$ cat config.mk
export PLATFORM = sky130hd
export DESIGN_NAME = sync_debounce
export DESIGN_NICKNAME = d
export VERILOG_FILES = /design/src/rtl/sync_debounce.sv
export SDC_FILE = /design/constraint.sdc
export NUM_CORES = 1
export LEC_CHECK = 0
export ABC_AREA = 1
export BUFFER_PORTS_ARGS = -buffer_cell sky130_fd_sc_hd__buf_2
export CAP_MARGIN = 10
export CORE_MARGIN = 1
export CORE_UTILIZATION = 43
export CTS_CLUSTER_DIAMETER = 60
export DETAILED_ROUTE_END_ITERATION = 10
export PLACE_DENSITY = 0.66
export SYNTH_ARGS = -nofsm -noshare
export SYNTH_HDL_FRONTEND = slang
export SYNTH_SLANG_ARGS = --single-unit
$ cat constraint.sdc
create_clock -name clk_i -period 1.6 [get_ports clk_i]
set_clock_uncertainty 0.2 [all_clocks]
set_input_delay 0.08 -clock clk_i [delete_from_list [all_inputs] [get_ports clk_i]]
set_output_delay 0.08 -clock clk_i [all_outputs]
set_load 0.005 [all_outputs]
$ cat src/rtl/sync_debounce.sv
// Debounce filter for an already-synchronized glitchy level: accepts a level change only after
// STABLE_CYCLES identical consecutive samples, with edge pulses and a saturating rise counter.
module sync_debounce #(
  parameter int unsigned STABLE_CYCLES = 16,
  parameter int unsigned EVT_W         = 8
) (
  input  logic             clk_i,
  input  logic             reset_i,
  input  logic             data_i,
  input  logic             enable_i,
  input  logic             evt_clr_i,
  output logic             level_o,
  output logic             rise_o,
  output logic             fall_o,
  output logic [EVT_W-1:0] evt_count_o
);

  localparam int unsigned CNT_W = $clog2(STABLE_CYCLES + 1);
  localparam logic [CNT_W-1:0] LAST_CNT = CNT_W'(STABLE_CYCLES - 1);
  localparam logic [EVT_W-1:0] EVT_MAX  = '1;
  localparam bit DIRECT = (STABLE_CYCLES == 1);

  typedef enum logic [1:0] {
    LOW   = 2'd0,
    CHK_H = 2'd1,
    HIGH  = 2'd2,
    CHK_L = 2'd3
  } state_t;

  state_t           state_q;
  logic [CNT_W-1:0] cnt_q;
  logic             level_q;
  logic             rise_q;
  logic             fall_q;
  logic [EVT_W-1:0] evt_q;
  logic [EVT_W-1:0] evt_d;

  // Pulses default low so each lasts exactly the cycle after the accepting edge.
  always_ff @(posedge clk_i or negedge reset_i) begin
    if (!reset_i) begin
      state_q <= LOW;
      cnt_q   <= '0;
      level_q <= 1'b0;
      rise_q  <= 1'b0;
      fall_q  <= 1'b0;
    end else begin
      rise_q <= 1'b0;
      fall_q <= 1'b0;
      case (state_q)
        LOW: begin
          cnt_q <= '0;
          if (enable_i && data_i) begin
            if (DIRECT) begin
              state_q <= HIGH;
              level_q <= 1'b1;
              rise_q  <= 1'b1;
            end else begin
              state_q <= CHK_H;
              cnt_q   <= CNT_W'(1);
            end
          end
        end
        CHK_H: begin
          if (!enable_i || !data_i) begin
            state_q <= LOW;
            cnt_q   <= '0;
          end else if (cnt_q == LAST_CNT) begin
            state_q <= HIGH;
            cnt_q   <= '0;
            level_q <= 1'b1;
            rise_q  <= 1'b1;
          end else begin
            cnt_q <= cnt_q + CNT_W'(1);
          end
        end
        HIGH: begin
          cnt_q <= '0;
          if (enable_i && !data_i) begin
            if (DIRECT) begin
              state_q <= LOW;
              level_q <= 1'b0;
              fall_q  <= 1'b1;
            end else begin
              state_q <= CHK_L;
              cnt_q   <= CNT_W'(1);
            end
          end
        end
        CHK_L: begin
          if (!enable_i || data_i) begin
            state_q <= HIGH;
            cnt_q   <= '0;
          end else if (cnt_q == LAST_CNT) begin
            state_q <= LOW;
            cnt_q   <= '0;
            level_q <= 1'b0;
            fall_q  <= 1'b1;
          end else begin
            cnt_q <= cnt_q + CNT_W'(1);
          end
        end
        default: begin
          state_q <= LOW;
          cnt_q   <= '0;
          level_q <= 1'b0;
        end
      endcase
    end
  end

  // A clear landing in a rise_o cycle keeps that rise counted.
  always_comb begin
    evt_d = evt_q;
    if (evt_clr_i) begin
      evt_d = rise_q ? EVT_W'(1) : '0;
    end else if (rise_q && (evt_q != EVT_MAX)) begin
      evt_d = evt_q + EVT_W'(1);
    end
  end

  always_ff @(posedge clk_i or negedge reset_i) begin
    if (!reset_i) begin
      evt_q <= '0;
    end else begin
      evt_q <= evt_d;
    end
  end

  assign level_o     = level_q;
  assign rise_o      = rise_q;
  assign fall_o      = fall_q;
  assign evt_count_o = evt_q;

endmodule

# ---- After elaboration in Yosys (flattened, before gate mapping)
# Index checks and enable logic that the tools add are counted.
dict set report word_totals {
  regBits 18
  inputBits 5
  output_inout_bits 11
  elab_cells 59
}
dict set report classes {
  n_addsub 2
  eq_ne 13
  mux 26
  n_reduce_logical 12
}
# cell n
set op_table {}
lappend op_table {{$pmux 5 s4} 1}
lappend op_table {{$mux 8} 2}
lappend op_table {{$mux 5} 3}
lappend op_table {{$mux 1} 12}
lappend op_table {{$mux 2} 6}
lappend op_table {{$ne 2x2->1 const B} 6}
lappend op_table {{$add 8x1->8 const B} 1}
lappend op_table {{$ne 8x8->1 const B} 1}
lappend op_table {{$pmux 2 s4} 1}
lappend op_table {{$ne 3x3->1 const B} 2}
lappend op_table {{$add 5x1->5 const B} 1}
lappend op_table {{$eq 5x4->1 const B} 1}
lappend op_table {{$reduce_and 5->1} 1}
lappend op_table {{$eq 2x2->1 const B} 2}
lappend op_table {{$reduce_and 4->1} 1}
lappend op_table {{$reduce_bool 2->1} 2}
lappend op_table {{$logic_and 1x1->1} 3}
lappend op_table {{$eq 2x1->1 const B} 1}
lappend op_table {{$logic_not 1->1} 2}
lappend op_table {{$logic_not 2->1} 1}
lappend op_table {{$logic_or 1x1->1} 2}
lappend op_table {{$pmux 1 s2} 1}

# ---- Longest topological paths before layout
dict set report logic_depth {
  word_depth 4
  depth_mapped 9
  mapped_depth_nobuf 9
}

# ---- Worst setup path after synthesis
# Ideal clock, no wire load.
dict set report synth_timing {
  path_type {reg2reg}
  from {register evt_q[0] (netlist: evt_count_o[0])}
  to {register evt_q[5] (netlist: evt_count_o[5])}
  setup_ps 118
  t_arrival_ps 1188
  t_required_ps 1282
  slack_ps 94
  stages_incl_launch_ff 10
  path_cell_list {dfrtp_1 ha_1 nand2_2 nor2_4 nand2_2 nand2_2 nand2_4 clkinv_4 nand2_1 nand2_1}
}
dict set report synth_via {
  elab_chain_len 3
  elab_cells_between_ends 6
}
# item line_no
set synth_rtl {}
lappend synth_rtl {{start, declared} 35} ;# logic [EVT_W-1:0] evt_q;
lappend synth_rtl {{start signal, assigned} 125} ;# evt_q <= evt_d;
lappend synth_rtl {{$add 8x1->8 / $ne 8x8->1 (equally long branches)} {117, 116}}
lappend synth_rtl {{$mux 8 / $logic_and 1x1->1 (equally long branches)} 116} ;# end else if (rise_q && (evt_q != EVT_MAX)) begin
lappend synth_rtl {{$mux 8 / $reduce_bool 2->1 (equally long branches)} n/a}
# Parallel ways exist; a longest one is shown, timed or not. The select of a mux whose other input is x is not followed.
# A chain may end at the register's enable or synchronous reset.

# ---- Final worst setup path
dict set report layout_timing {
  from {register evt_q[1] (netlist: evt_count_o[1])}
  to {register evt_q[5] (netlist: evt_count_o[5])}
}
# The elaborated chain is that of the path after synthesis.

==> flow_summary.json <==
{
  "hp-class": "input port to asynchronous set/reset pin",
  "grt_pass1_vias": 831,
  "diodes": 0,
  "die_w_um": 50.34,
  "drt_iter0_drc": 10,
  "vias_per_cell": 4.911,
  "tightest_slew_ps": 379.9,
  "grt_use_total": 0.1764,
  "yosysTopAreaCellShare": 0.4483,
  "n_fill_cell": 224,
  "crit_path_end_kind": "flop",
  "status": "finished, final reports clean",
  "critPathRequiredTime_ps": 1590,
  "ys_ff_latch": 18,
  "layout.cells.non_filler": 190,
  "fin_crit_ps": 1480,
  "nets": 170,
  "ys_seq_area_frac": 0.4483,
  "synth_flop_cell": "dfrtp_1",
  "setup_viol": 0,
  "wl_um": 1986,
  "core_region_area_um2": 2212,
  "start_kind": "flop",
  "numCtsBuffers": 3,
  "antenna_found_initial": 0,
  "grt_setup_unrepaired": "false",
  "path_clk_slew_ps": 100,
  "yosysUniqueCellTypes": 20,
  "drc": 0,
  "ir_drop_uv": 530.9,
  "ant_nets": 0,
  "r2r-start": "evt_count_o[1]",
  "cts.path.max_buffers": 2,
  "cap_violations": 0,
  "final_cell_mix": "nand2_1, dfrtp_1, inv_1, nor2_1, buf_2",
  "clk_latency_ps": 290,
  "gp_congestion": 0.8733,
  "powerDensity_nw_per_um2": 852.9,
  "netlist_area_um2": 1005,
  "syn_to_final_growth_pct": 21.42,
  "drive_above_1_share": 0.2037,
  "dieArea_um2": 2534,
  "synth_top_cell_by_area": "dfrtp_1",
  "cts_tree": "yes",
  "cts_root_buffer": "clkbuf_4",
  "arrival_ps": 1470,
  "ios": 16,
  "placedCellCount": 181,
  "num_rows": 17,
  "worstSetupPathType": "flop to flop",
  "synth_nets": 143,
  "finalSetupTns_ps": 0,
  "final_common_cell": "nand2_1",
  "async_flop_share": 1.000,
  "io_buffers": 15,
  "vias": 933,
  "fin_util": 0.5515,
  "path_max_fanout": 8,
  "maxSlewHeadroom": 0.7467,
  "reg2regPathDepth": 9,
  "ctsHtreeMaxLevel": 1,
  "power_uw": 1040,
  "synth-edff-count": 0,
  "post-route-period-util": 0.9248,
  "ys_top_cells_by_area": "dfrtp_1, nand2_1, inv_1",
  "fmax_ghz": 0.6758,
  "grt_overflow_total": 0,
  "r2r-end": "evt_count_o[5]",
  "start_util": 0.4542,
  "reg2reg_slack_ps": 120,
  "p_leak_uw": 0.0006157,
  "first_pass_iters": 4,
  "dp_hpwl_um": 1514,
  "yosysWarnings": 0,
  "syn_inst": 136,
  "cts.sinks": 18,
  "grt_start_max_net_pins": 19,
  "synth_area_per_cell_um2": 7.388,
  "grt_pass1_wl_um": 3339,
  "hold_viol": 0,
  "wl_per_cell_um": 10.45,
  "die_h_um": 50.34,
  "maxSlewViolCount": 0
}
==> state kept, by name (all words and copies together) (netlist names) <==
register and cells:
evt_count_o 8, cnt_q 5, state_q 2, fall_o 1, level_o 1, rise_o 1
==> metrics by stage <==
stage                     area, um2  setup slack [ps]  hold WS, ps
after global placement         1130             102.4       -173.6
final                          1220             120.2        35.89
after CTS                      1206             64.07        43.06
after floorplan                1005             94.20       -415.6
after global routing           1220             13.90        72.71
after detailed placement       1130             87.43       -172.2
==> worst max-delay path by stage <==
stage | startpoint | endpoint | slack, ps | depth (start not counted)
2_1_floorplan | evt_count_o[0] | evt_count_o[5] | 90 | 9
3_3_place_gp | evt_count_o[0] | evt_count_o[7] | 100 | 6
3_5_place_dp | evt_count_o[0] | evt_count_o[5] | 90 | 9
4_1_cts | evt_count_o[0] | evt_count_o[5] | 60 | 6
5_1_grt | evt_count_o[1] | evt_count_o[6] | 10 | 9
6_report | evt_count_o[1] | evt_count_o[5] | 120 | 9
==> synth_stat cells, types with 2 or more instances <==
cell      count
a21oi_1       5
nand2_1      46
nand3_1       8
o21ai_1       4
nand2_2       3
dfrtp_1      18
inv_2         2
nand4_1       5
nand3b_1      2
nor2_1       16
ha_1          2
inv_1        16
nor2_4        2
==> report_power, final <==
group | leakage, uW | internal (uW) | total [uW] | switching [uW]
combinational | 0.000354 | 94.9 | 231 | 137
clock | 0.0000210 | 139 | 271 | 132
sequential | 0.000240 | 497 | 538 | 41.1
==> area by class of cell <==
type | count | area, um2 | area share
clock buffer | 4 | 36.28 | 0.02974
timing repair buffer | 22 | 137.6 | 0.1128
tap | 28 | 35.03 | 0.02872
inverter | 19 | 76.32 | 0.06256
multi-input combinational | 99 | 484.2 | 0.3969
sequential | 18 | 450.4 | 0.3692
==> cells by family (layout without fill, tap and decap cells) <==
| family | after synthesis | in the layout | share of synthesized area |
|---|---|---|---|
| and+or+nand+nor | 84 | 84 | 0.3773 |
| adders and majority gates | 2 | 2 | 0.02490 |
| xor gates and xnor gates | 2 | 2 | 0.01744 |
| AOI/OAI and AO/OA | 11 | 11 | 0.05604 |
| DFF | 18 | 18 | 0.4483 |
| buffers and inverters | 19 | 45 | 0.07597 |
==> metal layers <==
layer | vias to the layer above | wire length [um] | track usage
met2 | 15 | 978 | 0.3244
met1 | 429 | 916 | 0.1981
met3 | 6 | 51 | 0.01818
met5 | - | 0 | 0
li1 | 483 | - | -
met4 | 0 | 39 | 0.09259
==> critical path: stages (launching register included) <==
cell and delay (ps):
dfrtp_1 400, ha_2 200, nand2_2 110, nor2_4 50, nand2_2 70, nand2_2 60, nand2_4 110, clkinv_4 80
nand2_1 60, nand2_1 50
==> what timing repair did <==
action | 4_1_cts | 5_1_grt
hold endpoints to repair | 28 | 0
setup endpoints to repair | 0 | 8
hold buffers | 4 | 0
buffers inserted | 0 | 1
gates resized for setup | 0 | 2
(Power assumes the default switching activity.)
